**src/rtl/aes_arb_pkg.sv**
```systemverilog
// Shared types and constants for the two-requester AES core arbiter.
package aes_arb_pkg;

  localparam int unsigned BlockW = 128;
  localparam int unsigned NumReq = 2;

  typedef enum logic [1:0] {
    StIdle,
    StRun,
    StDrain
  } arb_state_e;

  // One tag per core pipeline slot: v marks a live block, id names its issuer.
  typedef struct packed {
    logic v;
    logic id;
  } tag_t;

endpackage

```
**src/rtl/aes_tag_pipe.sv**
```systemverilog
// Tag shift register that tracks blocks in flight through the AES core.
// A tag enters at stage 0 every cycle (v=0 when nothing was issued) and
// leaves from the last stage; inflight counts the live tags held.
module aes_tag_pipe
  import aes_arb_pkg::*;
#(
  parameter int unsigned Depth = 12,
  parameter int unsigned CntW  = $clog2(Depth + 1)
) (
  input  logic            clk,
  input  logic            rst_n,
  input  tag_t            tag_new,
  output tag_t            tag_last,
  output logic [CntW-1:0] inflight
);

  tag_t            pipe_q [Depth];
  logic [CntW-1:0] cnt_q, cnt_d;

  assign tag_last = pipe_q[Depth-1];
  assign inflight = cnt_q;

  // Live-tag count: +1 on a live push, -1 on a live pop, unchanged when both.
  always_comb begin
    cnt_d = cnt_q;
    if (tag_new.v && !tag_last.v) begin
      cnt_d = cnt_q + 1'b1;
    end else if (!tag_new.v && tag_last.v) begin
      cnt_d = cnt_q - 1'b1;
    end
  end

  // Shift register and count; reset drops every tag in flight.
  always_ff @(posedge clk or negedge rst_n) begin
    if (!rst_n) begin
      for (int i = 0; i < Depth; i++) begin
        pipe_q[i] <= '0;
      end
      cnt_q <= '0;
    end else begin
      pipe_q[0] <= tag_new;
      for (int i = 1; i < Depth; i++) begin
        pipe_q[i] <= pipe_q[i-1];
      end
      cnt_q <= cnt_d;
    end
  end

endmodule

```
**src/rtl/aes_req_arbiter.sv**
```systemverilog
// Round-robin arbiter sharing one pipelined AES-128 core between two requesters.
// Ciphertexts are routed back to their issuer via a tag pipeline; flush drains
// the core. Optional macro AES_ARB_STATS_EN adds grant/stall counters.
module aes_req_arbiter
  import aes_arb_pkg::*;
#(
  parameter int unsigned CORE_LAT  = 11,
  parameter int unsigned MAX_OUTST = 8
) (
  input  logic              clk,
  input  logic              rst_n,
  input  logic [NumReq-1:0] req_valid,
  output logic [NumReq-1:0] req_ready,
  input  logic [BlockW-1:0] req_p0,
  input  logic [BlockW-1:0] req_k0,
  input  logic [BlockW-1:0] req_p1,
  input  logic [BlockW-1:0] req_k1,
  output logic [NumReq-1:0] rsp_valid,
  output logic [BlockW-1:0] rsp_c,
  output logic [BlockW-1:0] core_p,
  output logic [BlockW-1:0] core_k,
  input  logic [BlockW-1:0] core_c,
  input  logic              core_valid,
  input  logic              flush,
  output logic              flush_done,
  output logic              err
`ifdef AES_ARB_STATS_EN
  ,
  output logic [31:0]       grant_cnt0,
  output logic [31:0]       grant_cnt1,
  output logic [31:0]       stall_cnt
`endif
);

  // The extra stage accounts for the core_p/core_k register ahead of the core,
  // so a tag reaches the last stage exactly when its ciphertext is on core_c.
  localparam int unsigned PipeDepth = CORE_LAT + 1;
  localparam int unsigned InflW     = $clog2(PipeDepth + 1);
  localparam int unsigned OutW      = $clog2(MAX_OUTST + 1);

  tag_t              tag_new, tag_last;
  logic [InflW-1:0]  inflight;
  logic [OutW-1:0]   outst_q [NumReq];
  logic              rr_q;
  arb_state_e        state_q;
  logic              done_sent_q;
  logic [NumReq-1:0] elig, grant, ret;
  logic              pipe_empty, done_fire;

  aes_tag_pipe #(
    .Depth (PipeDepth),
    .CntW  (InflW)
  ) u_tag_pipe (
    .clk      (clk),
    .rst_n    (rst_n),
    .tag_new  (tag_new),
    .tag_last (tag_last),
    .inflight (inflight)
  );

  assign pipe_empty = (inflight == '0);
  assign done_fire  = (state_q == StDrain) && pipe_empty && !done_sent_q;

  // Decode the returning tag into a one-hot per-requester return.
  always_comb begin
    ret = '0;
    if (tag_last.v) begin
      ret[tag_last.id] = 1'b1;
    end
  end

  // Eligibility; a return this cycle frees a slot for a same-cycle grant.
  // flush gates issue immediately, before the FSM has reached DRAIN.
  always_comb begin
    elig = '0;
    for (int i = 0; i < NumReq; i++) begin
      elig[i] = req_valid[i] && !flush && (state_q != StDrain) &&
                ((outst_q[i] < OutW'(MAX_OUTST)) || ret[i]);
    end
  end

  // Single grant per cycle, round-robin only on contention.
  always_comb begin
    grant = '0;
    unique case (elig)
      2'b01:   grant = 2'b01;
      2'b10:   grant = 2'b10;
      2'b11:   grant = rr_q ? 2'b10 : 2'b01;
      default: grant = '0;
    endcase
  end

  assign req_ready  = grant;
  assign tag_new.v  = |grant;
  assign tag_new.id = grant[1];

  // Issue registers toward the core and round-robin pointer.
  always_ff @(posedge clk or negedge rst_n) begin
    if (!rst_n) begin
      core_p <= '0;
      core_k <= '0;
      rr_q   <= 1'b0;
    end else begin
      if (grant[0]) begin
        core_p <= req_p0;
        core_k <= req_k0;
      end else if (grant[1]) begin
        core_p <= req_p1;
        core_k <= req_k1;
      end
      if (elig == 2'b11) begin
        rr_q <= ~rr_q;
      end
    end
  end

  // Per-requester outstanding counters.
  always_ff @(posedge clk or negedge rst_n) begin
    if (!rst_n) begin
      for (int i = 0; i < NumReq; i++) begin
        outst_q[i] <= '0;
      end
    end else begin
      for (int i = 0; i < NumReq; i++) begin
        if (grant[i] && !ret[i]) begin
          outst_q[i] <= outst_q[i] + 1'b1;
        end else if (!grant[i] && ret[i]) begin
          outst_q[i] <= outst_q[i] - 1'b1;
        end
      end
    end
  end

  // Response capture; a missing core_valid on a live return is flagged, not dropped.
  always_ff @(posedge clk or negedge rst_n) begin
    if (!rst_n) begin
      rsp_valid <= '0;
      rsp_c     <= '0;
      err       <= 1'b0;
    end else begin
      rsp_valid <= ret;
      if (tag_last.v) begin
        rsp_c <= core_c;
        if (!core_valid) begin
          err <= 1'b1;
        end
      end
    end
  end

  // Control FSM with registered flush_done; one pulse per flush assertion.
  always_ff @(posedge clk or negedge rst_n) begin
    if (!rst_n) begin
      state_q     <= StIdle;
      done_sent_q <= 1'b0;
      flush_done  <= 1'b0;
    end else begin
      flush_done <= done_fire;
      unique case (state_q)
        StIdle: begin
          if (flush) begin
            state_q     <= StDrain;
            done_sent_q <= 1'b0;
          end else if (|grant) begin
            state_q <= StRun;
          end
        end
        StRun: begin
          if (flush) begin
            state_q     <= StDrain;
            done_sent_q <= 1'b0;
          end else if (pipe_empty && !(|grant)) begin
            state_q <= StIdle;
          end
        end
        StDrain: begin
          if (pipe_empty && !flush) begin
            state_q     <= StIdle;
            done_sent_q <= 1'b0;
          end else if (done_fire) begin
            done_sent_q <= 1'b1;
          end
        end
        default: state_q <= StIdle;
      endcase
    end
  end

`ifdef AES_ARB_STATS_EN
  // Grant and stall statistics, cleared whenever a drain completes.
  always_ff @(posedge clk or negedge rst_n) begin
    if (!rst_n) begin
      grant_cnt0 <= '0;
      grant_cnt1 <= '0;
      stall_cnt  <= '0;
    end else if (done_fire) begin
      grant_cnt0 <= '0;
      grant_cnt1 <= '0;
      stall_cnt  <= '0;
    end else begin
      if (grant[0]) grant_cnt0 <= grant_cnt0 + 32'd1;
      if (grant[1]) grant_cnt1 <= grant_cnt1 + 32'd1;
      if ((|req_valid) && !(|grant)) stall_cnt <= stall_cnt + 32'd1;
    end
  end
`endif

endmodule

```
**config.mk**
```make
export PLATFORM = sky130hd
export DESIGN_NAME = aes_req_arbiter
export DESIGN_NICKNAME = d
export VERILOG_FILES = /design/src/rtl/aes_arb_pkg.sv /design/src/rtl/aes_tag_pipe.sv /design/src/rtl/aes_req_arbiter.sv
export SDC_FILE = /design/constraint.sdc
export NUM_CORES = 1
export LEC_CHECK = 0
export BUFFER_PORTS_ARGS = -buffer_cell sky130_fd_sc_hd__buf_2
export CAP_MARGIN = 20
export CORE_AREA = 2 2 402 404
export DETAILED_ROUTE_END_ITERATION = 8
export DIE_AREA = 0 0 404 406
export PLACE_DENSITY = 0.4
export SYNTH_ARGS = -nofsm -noshare
export SYNTH_HDL_FRONTEND = slang
export SYNTH_SLANG_ARGS = --single-unit
```
**constraint.sdc**
```tcl
create_clock -name clk -period 4 [get_ports clk]
set_clock_uncertainty 0.1 [all_clocks]
set_input_delay 0.6 -clock clk [delete_from_list [all_inputs] [get_ports clk]]
set_output_delay 0.6 -clock clk [all_outputs]
set_load 0.005 [all_outputs]
```
### Yosys cells after proc, flatten, opt, wreduce, memory -nomap -nowiden

Index checks and enable logic that the tools add are counted.

* output and inout port bits: 390
* register bits: 428
* word-level logic and storage cells: 123

* $lt $le $gt $ge: 4
* muxes and demuxes: 25
* equality and inequality tests: 11
* $add $sub $neg: 6
* reductions and logical operators: 39
* bitwise logic cells: 2

Operators with widths (count)
* 128-bit two-way mux: 4
* 4-bit two-way mux: 6
* 1-bit logical AND: 17
* 2-bit two-way mux: 7
* 4-bit by 1-bit adder with 4-bit output (second input constant): 3
* 2-bit one-hot mux with 3 select lines: 2
* 4-bit by 1-bit subtractor with 4-bit output (second input constant): 3
* 2-bit nonzero test: 5
* 1-bit logical NOT: 8
* 4-bit less-than comparator (second input constant): 2
* 2-bit == test (second input constant): 3
* 3-bit by 2-bit inequality test with 1-bit output (second input constant): 2
* 3-bit AND reduction: 2
* 2-bit by 1-bit == test with 1-bit output (second input constant): 2
* 4-bit logical NOT: 1
* 1-bit two-way mux: 4
* 2-bit by 1-bit inequality test with 1-bit output (second input constant): 2
* 2-bit OR reduction: 2
* 3-bit inequality test (second input constant): 1
* 2-bit logical NOT: 1
* 1-bit logical OR: 2
* 1-bit by 2-bit less-than comparator with 1-bit output (second input constant): 1
* 2-bit inequality test (second input constant): 1
* 1-bit NOT: 2
* other kinds (4): 4

### Longest topological paths before layout

* depth after elaboration: 15
* depth in mapped cells: 13
* mapped depth without buffers: 10

### By module

From an unflattened synthesis, not the netlist that was laid out.

* cell total of the unflattened synthesis: 1781
* area total of the unflattened synthesis: 18796.8 um^2

Modules (own cells, without submodules)
* aes_req_arbiter: area each 17873.4 um^2, cells an instance 1726, instances 1, seq. area each 10009.6 um^2
* aes_tag_pipe: area each 923.4 um^2, cells an instance 55, instances 1, seq. area each 700.7 um^2

### Least setup slack after synthesis

Ideal clock, no wire load.

* path kind: input-to-reg
* from: input port flush
* to: register outst_q[3] (netlist bit)
* arrival time: 3.084 ns
* buffers on the path: 3
* cell stages on the path: 11
* library setup time: 0.136 ns
* path slack: 0.680 ns
* cell sequence: clkbuf_1 > nor4b_4 > o31a_1 > buf_2 > clkbuf_1 > ha_1 > inv_1 > ha_1 > a21o_1 > a2111oi_0 > o31ai_1

RTL lines
* from (decl): RTL line aes_req_arbiter.sv:24 `input logic flush,`
* to (signal, indexed assignment): RTL line aes_req_arbiter.sv:126 `outst_q[i] <= outst_q[i] + 1'b1;`
* to (signal, indexed assignment): RTL line aes_req_arbiter.sv:128 `outst_q[i] <= outst_q[i] - 1'b1;`
* to (decl): RTL line aes_req_arbiter.sv:43 `logic [OutW-1:0] outst_q [NumReq];`

### Final worst setup path

* from: register state_q[1]
* to: register core_k[78]

* cells in the longest elaborated chain, start to end: 6
* elaborated cells on any way between the ends: 11
* classes of those cells: 4 x eq/ne; 2 x mux; 5 x reduce/logical

RTL lines
* from (decl): RTL line aes_req_arbiter.sv:45 `arb_state_e state_q;`
* from (signal assigned): RTL line aes_req_arbiter.sv:154 `state_q <= StIdle;`
* from (signal assigned): RTL line aes_req_arbiter.sv:162 `state_q <= StDrain;`
* from (signal assigned): RTL line aes_req_arbiter.sv:165 `state_q <= StRun;`
* 2-bit inequality test (*): RTL line aes_req_arbiter.sv:77 `elig[i] = req_valid[i] && !flush && (state_q != StDrain) &&`
* 1-bit logical AND (2 in series): RTL line aes_req_arbiter.sv:77
* 2-bit == test or 2-bit by 1-bit == test with 1-bit output (tied branches): RTL line aes_req_arbiter.sv:85 `unique case (elig)`
* 2-bit one-hot mux with 3 select lines (*): RTL line aes_req_arbiter.sv:85
* 128-bit two-way mux or 2-bit nonzero test (tied branches)
* to (signal assigned): RTL line aes_req_arbiter.sv:106 `core_k <= req_k0;`
* to (signal assigned): RTL line aes_req_arbiter.sv:109 `core_k <= req_k1;`
* to (decl): RTL line aes_req_arbiter.sv:21 `output logic [BlockW-1:0] core_k,`

Mark *: on every way between the ends. The rest lies on a longest branch, timed or not.
A chain may end at the register's enable or synchronous reset.

==> impl_metrics.tcl <==
set metrics [dict create \
    syn_inst 1293 \
    hold_buffers 250 \
    finalSetupTns_ns 0 \
    numCtsBuffers 58 \
    r2r-end "core_k[78]$_DFFE_PN0N_" \
    p_per_area_nw_per_um2 681.5 \
    synthTopCellsByCount "dfrtp_1, nor3b_1, a221o_1" \
    cts.sinks 428 \
    fin_nets 3190 \
    gp_congestion 0.7706 \
    wl_met3_um 10540 \
    crit_arrival_ns 4.04 \
    status "finished, final reports clean" \
    worstHoldEndpoint "core_k[58]$_DFFE_PN0N_" \
    top_layer_used "met5" \
    synth-edff-count 0 \
    dieArea_sq_um 164000 \
    grt_use_total_pct 12.74 \
    cts_htree_levels 2 \
    hold_viol_final 0 \
    grt_max_degree 137 \
    grt_pass1_vias 17770 \
    ios 1036 \
    viasPerCell 3.696 \
    route.met2.wl_um 54430 \
    wl_um 111200 \
    ys_top_cells_by_area "dfrtp_1, a221o_1, nor3b_1" \
    drc_errors 0 \
    worstPathRequired_ns 4.43 \
    reg2reg_slack_ns 0.39 \
    worst_setup_path_end_kind "flop" \
    post-synth-top-count-cell "dfrtp_1" \
    rr_startpoint "state_q[1]$_DFFE_PN0P_" \
    initial_core_util_pct 11.25 \
    dp_hpwl_um 85780 \
    wl_per_cell_um 23.77 \
    yosys_warnings 0 \
    coreArea_sq_um 159600 \
    finalMaxSlewViolations 0 \
    ys_types 35 \
    die_h_um 406 \
    synth_area_leader_cell "dfrtp_1" \
    leakagePower_uw 0.01439 \
    setup_violations 0 \
    worst_pin_slew_ns 1.231 \
    ys_ff_latch 428 \
    grt-ovfl-total 0 \
    die_w_um 404 \
    ir_drop_uv 401.6 \
    drt_iter0_markers 1141 \
    max_freq_mhz 277.1 \
    synth_top_area_share_pct 59.63 \
    grt_setup_unrepaired "no" \
    grt_pass1_wl_um 146800 \
    period_needed_ns 3.609 \
    drv_cap 0 \
    rr_worst_depth 7 \
    postCtsSetupRepairBufs 0 \
    clk_latency_ns 0.67 \
    syn_nets 1951 \
    port_buffers 1035 \
    synth_seq_area_share_pct 59.63 \
    cts_root_buf "clkbuf_16" \
    syn_area_sq_um 17960 \
    crit_fanout 126 \
    cts_buffer_depth 3 \
    finalCritPeriodShare_pct 90.23 \
    num_rows 147 \
    worstSetupStartpointType "flop" \
    place_area_sq_um 25530 \
    clk_pin_slew_ns 0.06 \
    avgSynthCellArea_sq_um 13.89 \
    async_flop_share_pct 100.0 \
    first_pass_iters 5 \
    min_from "req_k0[58]" \
    ys.flop_type "dfrtp_1" \
    final_util_pct 18.79 \
    hold_class "primary input to flop" \
    path_class "flop to flop" \
    slew_headroom_pct 17.92 \
    fin_area_sq_um 30000 \
    antenna_found_initial 49 \
    cts_resized 0 \
    wl_met1_um 42090 \
    syn2layout_area_growth_pct 67.03 \
    cts_tree "built" \
    vias 17280 \
    min_delay_path_depth 2 \
    antenna_left 0 \
    drive_gt1_share_pct 50.10 \
]
## registers in the layout (all words and copies together) (netlist names)
signal and flops:
core_p 128, err 1, core_k 128, rsp_c 128
rr_q 1, u_tag_pipe.tag_last 2, u_tag_pipe.inflight 4, u_tag_pipe.pipe_q 22
flush_done 1, done_sent_q 1, state_q 2, outst_q 8
rsp_valid 2
## final cells by class
class / instances / area (sq um)
diodes: 13 / 32.53
clock buffers: 86 / 1687
clock inverters: 19 / 246.5
fillers: 17690 / 129700
inverters: 7 / 26.28
multi-input cells: 724 / 6616
flip-flops and latches: 428 / 10710
well taps: 2086 / 2610
repair buffers: 1313 / 8065
## how the worst max path moves through the flow
stage	slack, ns	startpoint	cells past startpoint	end
detailed placement	0.95	flush	6	core_k[92]$_DFFE_PN0N_
global placement	0.95	flush	9	outst_q[7]$_DFFE_PN0P_
CTS	0.44	state_q[1]$_DFFE_PN0P_	5	req_ready[0]
global route	0.24	state_q[1]$_DFFE_PN0P_	7	core_k[47]$_DFFE_PN0N_
floorplan	0.68	flush	11	outst_q[3]$_DFFE_PN0P_
finish	0.39	state_q[1]$_DFFE_PN0P_	7	core_k[78]$_DFFE_PN0N_
## worst max-delay path, cell delays in order, from the launching register on
cell and delay [ns]:
dfrtp_1 0.42, and2b_1 0.26, a2111oi_4 0.46, buf_12 0.48
buf_12 0.52, nor3b_1 0.10, a221o_1 0.27, dlygate4sd3_1 0.55
## cell usage in the layout, fill, tap and decap left out, types with 5 or more instances in the layout
| master | count |
|---|---|
| inv_1 | 7 |
| xnor2_1 | 7 |
| buf_2 | 1034 |
| diode_2 | 13 |
| clkbuf_8 | 13 |
| dfrtp_1 | 427 |
| dlygate4sd3_1 | 250 |
| clkinv_2 | 9 |
| ha_1 | 9 |
| clkbuf_16 | 58 |
| nor3b_1 | 257 |
| nor3_1 | 10 |
| a221o_1 | 256 |
| mux2_2 | 132 |
| clkbuf_1 | 15 |
| nand2_1 | 11 |
| buf_12 | 13 |
| a21oi_1 | 5 |
| buf_4 | 15 |
| o21ai_0 | 6 |
## power by group
part	switching (uW)	leakage (uW)	total [uW]	internal, uW
registers	1180	0.00547	7460	6270
logic	3600	0.00798	7650	4050
clock network	2230	0.000941	5340	3110
total	7010	0.0144	20400	13400
## per-stage QoR
step / worst slack, ns / hold slack (ns) / instances / total power [uW]
6_report: 0.3909 / 0.05958 / 4676 / 20440
5_1_grt: 0.2437 / 0.001914 / 4672 / 21810
4_1_cts: 0.4445 / 0.00006500 / 4663 / 20960
3_5_place_dp: 0.9504 / 0.2347 / 4308 / 14770
3_3_place_gp: 0.9453 / 0.2327 / 4308 / 14760
2_1_floorplan: 0.6803 / 0.2044 / 1293 / 10190
## routing by layer
| metal | global-route usage [%] | vias to the layer above |
|---|---|---|
| li1 | - | 7550 |
| met1 | 14.57 | 8751 |
| met2 | 21.11 | 800 |
| met3 | 4.932 | 166 |
| met4 | 5.394 | 16 |
| met5 | 0.1784 | - |
## cells by family after synthesis
kind of cell / synth area share (%)
xor gates and xnor gates: 0.3414
AOI/OAI and AO/OA: 15.39
buffers and inverters: 3.574
and+or+nand+nor: 11.66
DFF: 59.63
muxes: 8.444
adders and majority gates: 0.9614
Note: power is estimated with default switching activity, not from simulation.
